`config.mk`:
```
export PLATFORM = sky130hd
export DESIGN_NAME = fetch_queue
export DESIGN_NICKNAME = d
export VERILOG_FILES = /design/src/rtl/fetch_queue.sv
export SDC_FILE = /design/constraint.sdc
export NUM_CORES = 1
export LEC_CHECK = 0
export ABC_AREA = 1
export BUFFER_PORTS_ARGS = -buffer_cell sky130_fd_sc_hd__buf_2
export CORE_UTILIZATION = 55
export DETAILED_ROUTE_END_ITERATION = 7
export HOLD_SLACK_MARGIN = 0.15
export MAX_ROUTING_LAYER = met4
export PLACE_DENSITY = 0.75
export SYNTH_ARGS = -nofsm -noshare
export SYNTH_HDL_FRONTEND = slang
export SYNTH_SLANG_ARGS = --single-unit
```
`constraint.sdc`:
```
create_clock -name clk -period 10.68 [get_ports clk]
set_input_delay 1.068 -clock clk [delete_from_list [all_inputs] [get_ports clk]]
set_output_delay 1.068 -clock clk [all_outputs]
set_load 0.03 [all_outputs]
```
`src/rtl/fetch_queue.sv`:
```
// fetch_queue: PC owner and instruction prefetch queue between imem and decode.
// Issues in-order word requests (bounded in flight), tags them with their PC,
// buffers returned instructions in a FIFO and flushes on a downstream redirect.
module fetch_queue #(
    parameter int unsigned     XLEN      = 32,
    parameter int unsigned     ILEN      = 32,
    parameter int unsigned     DEPTH     = 4,
    parameter int unsigned     MAX_OUTST = 2,
    parameter logic [XLEN-1:0] RESET_PC  = '0
) (
    input  logic                   clk,
    input  logic                   rst,
    output logic [XLEN-1:0]        imem_addr,
    output logic                   imem_req,
    input  logic                   imem_gnt,
    input  logic                   imem_rvalid,
    input  logic [ILEN-1:0]        imem_rdata,
    input  logic                   redirect_en,
    input  logic [XLEN-1:0]        redirect_addr,
    output logic                   out_valid,
    input  logic                   out_ready,
    output logic [ILEN-1:0]        out_instr,
    output logic [XLEN-1:0]        out_pc,
    output logic [XLEN-1:0]        out_pc_step,
    output logic [$clog2(DEPTH):0] queue_count
);
    localparam int unsigned AW  = $clog2(DEPTH);
    localparam int unsigned CW  = AW + 1;
    localparam int unsigned TAW = (MAX_OUTST > 1) ? $clog2(MAX_OUTST) : 1;
    localparam int unsigned OW  = $clog2(MAX_OUTST + 1);
    localparam int unsigned SW  = CW + 1;

    logic [XLEN-1:0] pc;
    logic [ILEN-1:0] q_instr [DEPTH];
    logic [XLEN-1:0] q_pc    [DEPTH];
    logic [AW-1:0]   q_head, q_tail;
    logic [CW-1:0]   q_count;
    logic [XLEN-1:0] tag_pc  [MAX_OUTST];
    logic [TAW-1:0]  tag_head, tag_tail;
    logic [OW-1:0]   outst, kill;
    logic [SW-1:0]   credits;
    logic [SW-1:0]   inflight;
    logic            has_head, grant, resp, push, pop;

    function automatic logic [TAW-1:0] tag_next(input logic [TAW-1:0] p);
        return (p == TAW'(MAX_OUTST - 1)) ? '0 : p + TAW'(1);
    endfunction

    // Credit check and per-cycle event decode; killed responses still own a credit
    always_comb begin
        inflight = SW'(outst) + SW'(kill);
        credits  = SW'(q_count) + inflight;
        imem_req = rst && !redirect_en && (credits < SW'(DEPTH)) && (inflight < SW'(MAX_OUTST));
        grant    = imem_req && imem_gnt;
        resp     = imem_rvalid && (inflight != '0);
        has_head = (q_count != '0);
        push     = resp && (kill == '0) && !redirect_en;
        pop      = has_head && out_ready && !redirect_en;
    end

    // Head-of-queue outputs, forced to zero while the queue is empty
    always_comb begin
        imem_addr   = pc;
        out_valid   = has_head;
        queue_count = q_count;
        out_instr   = '0;
        out_pc      = '0;
        out_pc_step = '0;
        if (has_head) begin
            out_instr   = q_instr[q_head];
            out_pc      = q_pc[q_head];
            out_pc_step = q_pc[q_head] + XLEN'(4);
        end
    end

    // PC, queue pointers and in-flight accounting
    always_ff @(posedge clk or negedge rst) begin
        if (!rst) begin
            pc       <= RESET_PC;
            q_head   <= '0;
            q_tail   <= '0;
            q_count  <= '0;
            tag_head <= '0;
            tag_tail <= '0;
            outst    <= '0;
            kill     <= '0;
        end else if (redirect_en) begin
            pc      <= {redirect_addr[XLEN-1:2], 2'b00};
            q_head  <= '0;
            q_tail  <= '0;
            q_count <= '0;
            // every request still unanswered after this cycle becomes stale
            kill    <= kill + outst - OW'(resp);
            outst   <= '0;
            if (resp) tag_head <= tag_next(tag_head);
        end else begin
            if (grant) begin
                pc       <= pc + XLEN'(4);
                tag_tail <= tag_next(tag_tail);
            end
            if (resp) tag_head <= tag_next(tag_head);
            if (push) q_tail <= q_tail + AW'(1);
            if (pop)  q_head <= q_head + AW'(1);
            q_count <= q_count + CW'(push) - CW'(pop);
            outst   <= outst + OW'(grant) - OW'(resp && (kill == '0));
            kill    <= kill - OW'(resp && (kill != '0));
        end
    end

    // Tag and instruction storage; validity is tracked by the pointers above
    always_ff @(posedge clk) begin
        if (grant) tag_pc[tag_tail] <= pc;
        if (push) begin
            q_instr[q_tail] <= imem_rdata;
            q_pc[q_tail]    <= tag_pc[tag_head];
        end
    end

endmodule

```
After elaboration in Yosys (flattened, before gate mapping)
Memory sizes are Yosys's and may differ from the RTL's.
Index checks and enable logic that the tools add are counted.

storage, ports and cells
  RAM bits = 320
  word-level logic and storage cells = 66
  input bits = 70
  memories = 3
  register bits = 45
  output and inout bits = 133

operators by class
  bitwise logic cells = 1
  magnitude comparators = 2
  reduce and logical (&&, ||, !) cells = 19
  add/sub/neg operators = 15
  multiplexer cells = 18

memories
  name     depth  width  rd ports  clocked after memory_dff  write ports  line  RTL
  q_instr  4      32     1         0                         1            34    logic [ILEN-1:0] q_instr [DEPTH];
  q_pc     4      32     1         0                         1            35    logic [XLEN-1:0] q_pc [DEPTH];
  tag_pc   2      32     1         0                         1            38    logic [XLEN-1:0] tag_pc [MAX_OUTST];

operator list
  cell                                                        number
  2-to-1 mux 32 bit                                           5
  adder 32 x 3 -> 32 bit, second input constant               2
  2-to-1 mux 2 bit                                            6
  logical AND 1 bit                                           10
  nonzero test 2 bit                                          4
  2-to-1 mux 1 bit                                            6
  subtractor 2 x 1 -> 2 bit                                   3
  adder 2 x 1 -> 2 bit, second input constant                 2
  adder 3 x 3 -> 4 bit                                        1
  less-than comparator 4 x 3 -> 1 bit, second input constant  1
  nonzero test 4 bit                                          1
  adder 2 x 2 -> 3 bit                                        1
  adder 3 x 1 -> 3 bit                                        1
  less-than comparator 3 x 2 -> 1 bit, second input constant  1
  2-to-1 mux 3 bit                                            1
  nonzero test 3 bit                                          1
  subtractor 3 x 1 -> 3 bit                                   1
  adder 1 bit, second input constant                          2
  adder 2 x 1 -> 2 bit                                        1
  adder 2 bit                                                 1
  logical NOT 2 bit                                           1
  AND reduction 2 bit                                         1
  logical NOT 1 bit                                           1
  inverter 1 bit                                              1

Longest topological paths before layout
  depth in word-level cells = 9
  mapped depth = 16
  gate-level depth less buffers = 15

Worst setup path after synthesis
Ideal clock, no wire load.

  kind = register to register
  start = register outst[0]
  end = memory q_instr[0][0], enable pin
  required time = 10.198 ns
  buffers on the path = 0
  data arrival time = 4.451 ns
  cell stages (with the launch flop) = 9
  slack = 5.746 ns
  cell sequence = dfrtp_1 ha_1 inv_1 fa_1 nand2_1 o21ai_0 nor3_1 nand2_1 nor2_1

on the way
  word-level cells in the longest chain between the ends = 7

ends and longest elaborated chain
  element                                 line  RTL
  from (decl)                             40    logic [OW-1:0] outst, kill;
  from (signal assigned)                  105   outst <= outst + OW'(grant) - OW'(resp && (kill == '0));
  adder 2 x 2 -> 3 bit                    51    inflight = SW'(outst) + SW'(kill);
  nonzero test 4 bit                      55    resp = imem_rvalid && (inflight != '0);
  logical AND 1 bit                       55
  logical AND 1 bit (2 in a row)          57    push = resp && (kill == '0) && !redirect_en;
  2-to-1 mux 1 bit                        113   if (push) begin
  2-to-1 mux 1 bit (not written as such)  114   q_instr[q_tail] <= imem_rdata;
  to (decl)                               34

No other way between the ends.

Final worst setup path
  start = register q_head[1]
  end = output port out_pc_step[22]

on the way
  word-level cells in the longest chain between the ends = 3

ends and longest elaborated chain
  element                   line  RTL
  from (decl)               36    logic [AW-1:0] q_head, q_tail;
  from (signal assigned)    103   if (pop) q_head <= q_head + AW'(1);
  memory read (4 x 32 bit)  -
  adder 32 x 3 -> 32 bit    72    out_pc_step = q_pc[q_head] + XLEN'(4);
  2-to-1 mux 32 bit         69    if (has_head) begin
  to (decl)                 24    output logic [XLEN-1:0] out_pc_step,

No other way between the ends.

==> results.md <==
* Final setup viols at 0
* Core area at between 20,000 and 30,000 sq um
* Hold Crit Class: flip-flop to flip-flop
* Hpwl dp at 23.3 mm
* Initial DRC count at around 960
* Die area at around 30,000 sq um
* Global route overflow at 0
* Max-Cap Viols at 0
* Syn avg cell area at 9.72 sq um
* Clock power share at 22.5%
* Placed cells at roughly 2,200
* Post-CTS Setup Bufs at 0
* Synth area leaders: edfxtp_1 57%, nand2_1 12%, dfrtp_1 6.6%
* Count leader, synth: nand2_1
* Pre-CTS setup slack at between 6 and 7 ns
* Crit-path max FO at 76
* Asr flop ratio synth at 12.3%
* WP data arrival at 3.98 ns
* DR WL/cell at 16.4 um
* Worst hold path endpoint: tag_pc[1][26]$_DFFE_PP_
* Relative slew slack at 31.6%
* Pin count of the biggest net entering global routing at 133
* Worst-Skew Late Latency at ~0.51 ns
* Status: finished, final reports clean
* WS Path Type: flip-flop to primary output
* IO buf count at 194
* Routed WL at 36.9 mm
* Sequential Area at 10,300 sq um
* Clk root buf: clkbuf_16
* Clock sink count at around 350
* Antenna violations before repair at 1
* Switching share of power at 42.8%
* Placer congestion estimate at 0.900
* Die Ht at 175 um
* Final ANT Viol Nets at 0
* Pre-antenna DRT Iters at 6
* Overall Power at 4.92 mW
* Share of layout cells above drive strength 1 at 16.2%
* Wire length on met1 at 16.4 mm
* DRC viols at 0
* FF-to-FF End: imem_addr[18]$_DFFE_PN0P_
* Reg-to-reg slack, setup at 6.88 ns
* Share of the synthesized area in the top cell type at 56.5%
* Vias post-DR at 12,100
* Worst Hold Launch: imem_addr[26]$_DFFE_PN0P_
* CTS tree: done
* TNS Setup at 0 ns
* Multi-input gate area at 5360 sq um
* First-pass GRT wire length at 58.8 mm
* Sequential Power Share at 36.3%
* Number of fill cells at 2,310
* RSZ-0062 raised after global routing: no
* Nets@finish at ~1,900
* Critical R2R Launch: outst[0]$_DFF_PN0_
* PD cells at 265 nW/um^2
* Post-synth EDFFs at 308
* Worst-case clock buffer depth at 3
* Library cells used by synthesis at 43
* Synth top cells by count: 532 x nand2_1, 308 x edfxtp_1, 261 x nor2_1
* Hold buffers post-CTS at 0
* Yosys reg bits at 351
* Hold path cells at 0
* Critical path required time at just under 10 ns
* Vias/cell at 5.37
* Final Hold Vio Count at 0
* I/O pins at 203
* Synth Instances at 1,684
* Die width at around 170 um
* Final period util at a little under half
* WL met2 at roughly 17 mm
* Clock Pin Slew Worst Setup and Hold Paths at ~0.070 ns
* Int Pwr at approximately 2.8 mW
* Fmax at about 0.20 GHz
* Worst vdd ir at 0.163 mV
* Met3 Routed Length at 2.70 mm
* P_leak at 7.67 nW
* Vias in the first global route at 11,400
* Highest metal layer with signal wires: met4
* Total GRT Usage at between 20% and 30%
* H-Tree Depth at 2
* TritonCTS buffer count at 34
* Ys flop type: edfxtp_1
* Startpoint Class: flip-flop
* Post_cts resized at 0
* Worst Skew at 0.0218 ns
* Fin cells at 2,256
* Element type at the critical path end: primary output
* Worst slew pin tran at 1.02 ns
* Tmin final at 5.05 ns
* Switch Pwr at 2.11 mW
* Final Max Slew Viols at 0
* Cell taking the most area after synthesis: edfxtp_1
* Number of synthesis warnings at 0
* Logic pwr share at 41.2%
* Row count at 62
* Worst setup margin at approximately 5.6 ns
* Starting Density at a little under three fifths
* Seq/Total Area, Yosys at a little over three fifths
* Synthesis-to-finish area growth at 13.4%
* Synthesized area at 16,400 sq um
* Reg2Reg Depth at 14
==> power groups by stage <==
stage	Clock [mW]	Sequential [mW]	Combinational, mW
after floorplan	0	1.81	1.47
after global routing	1.17	1.80	2.23
after CTS	1.12	1.79	2.03
after detailed placement	0	1.81	2.02
final	1.11	1.79	2.03
after global placement	0	1.81	1.98
==> cell usage in the layout (no fill, tap or decap), types with 17 or more instances in the layout <==
cell type	n
inv_1	74
clkbuf_16	34
nor2_2	18
nand2_1	532
nor2_1	254
nand2_2	17
dfrtp_1	41
buf_2	194
nand3_1	89
edfxtp_1	308
a21oi_1	59
nor3_1	20
ha_1	17
o21ai_0	93
==> state kept, by name (all words and copies together) (netlist names) <==
register and count:
q_pc 120, q_tail 2, q_instr 128, queue_count 3
outst 2, kill 2, q_head 2, tag_head 1
tag_tail 1, tag_pc 60, imem_addr 30
==> worst max-delay path by stage <==
| stage | from | to | slack, ns |
|---|---|---|---|
| final | q_head[1]$_DFFE_PN0P_ | out_pc_step[22] | 5.63 |
| after global routing | q_head[1]$_DFFE_PN0P_ | out_pc_step[12] | 5.34 |
| after global placement | q_head[1]$_DFFE_PN0P_ | out_pc_step[22] | 6.21 |
| after CTS | q_head[1]$_DFFE_PN0P_ | out_pc_step[22] | 5.65 |
| after floorplan | outst[0]$_DFF_PN0_ | q_instr[0][0]$_DFFE_PP_ | 5.75 |
| after detailed placement | q_head[1]$_DFFE_PN0P_ | out_pc_step[22] | 6.19 |
==> per-layer routing <==
layer  vias to the layer above  track usage [%]
met2                       460             39.8
met3                        56             3.83
met1                      5668             34.2
met4                         0             6.92
li1                       5938                -
met5                         -                -
==> cells by family after synthesis <==
group / after synthesis / synth area share (%)
adder cells (fa/ha/maj): 19 / 1.54
AO/OA/AOI/OAI: 176 / 5.73
buffers and inverters: 158 / 4.54
XOR/XNOR: 24 / 1.28
flip-flops: 351 / 63.1
AND/OR/NAND/NOR: 955 / 23.8
other: 1 / 0.0229
==> through the flow <==
step           hold WS [ns]  utilization (%)  cell area [sq um]
2_1_floorplan         0.515                -              16400
6_report              0.543             63.9              18600
5_1_grt               0.548             63.9              18600
3_3_place_gp          0.493             60.4              17500
3_5_place_dp          0.510             60.4              17500
4_1_cts               0.533             63.9              18600
==> final cells by class <==
class | count | area share, %
inverter | 79 | 1.63
sequential | 351 | 55.7
tap | 384 | 2.59
timing repair buffer | 205 | 5.68
multi-input combinational | 1180 | 28.9
antenna | 1 | 0.0135
clock inverter | 12 | 0.553
clock buffer | 44 | 4.95
==> critical path, stage by stage, from the launching register on <==
cell,delay [ns]
dfrtp_2,0.68
inv_2,0.32
buf_4,0.75
o211ai_1,0.21
nand2_1,0.16
ha_1,0.21
nand2_2,0.09
nor2_2,0.10
nand2_1,0.14
nor2_2,0.29
nand3_1,0.11
nand2_1,0.09
nor2_1,0.05
buf_2,0.21
No activity file was read; power rests on OpenSTA's default activity.
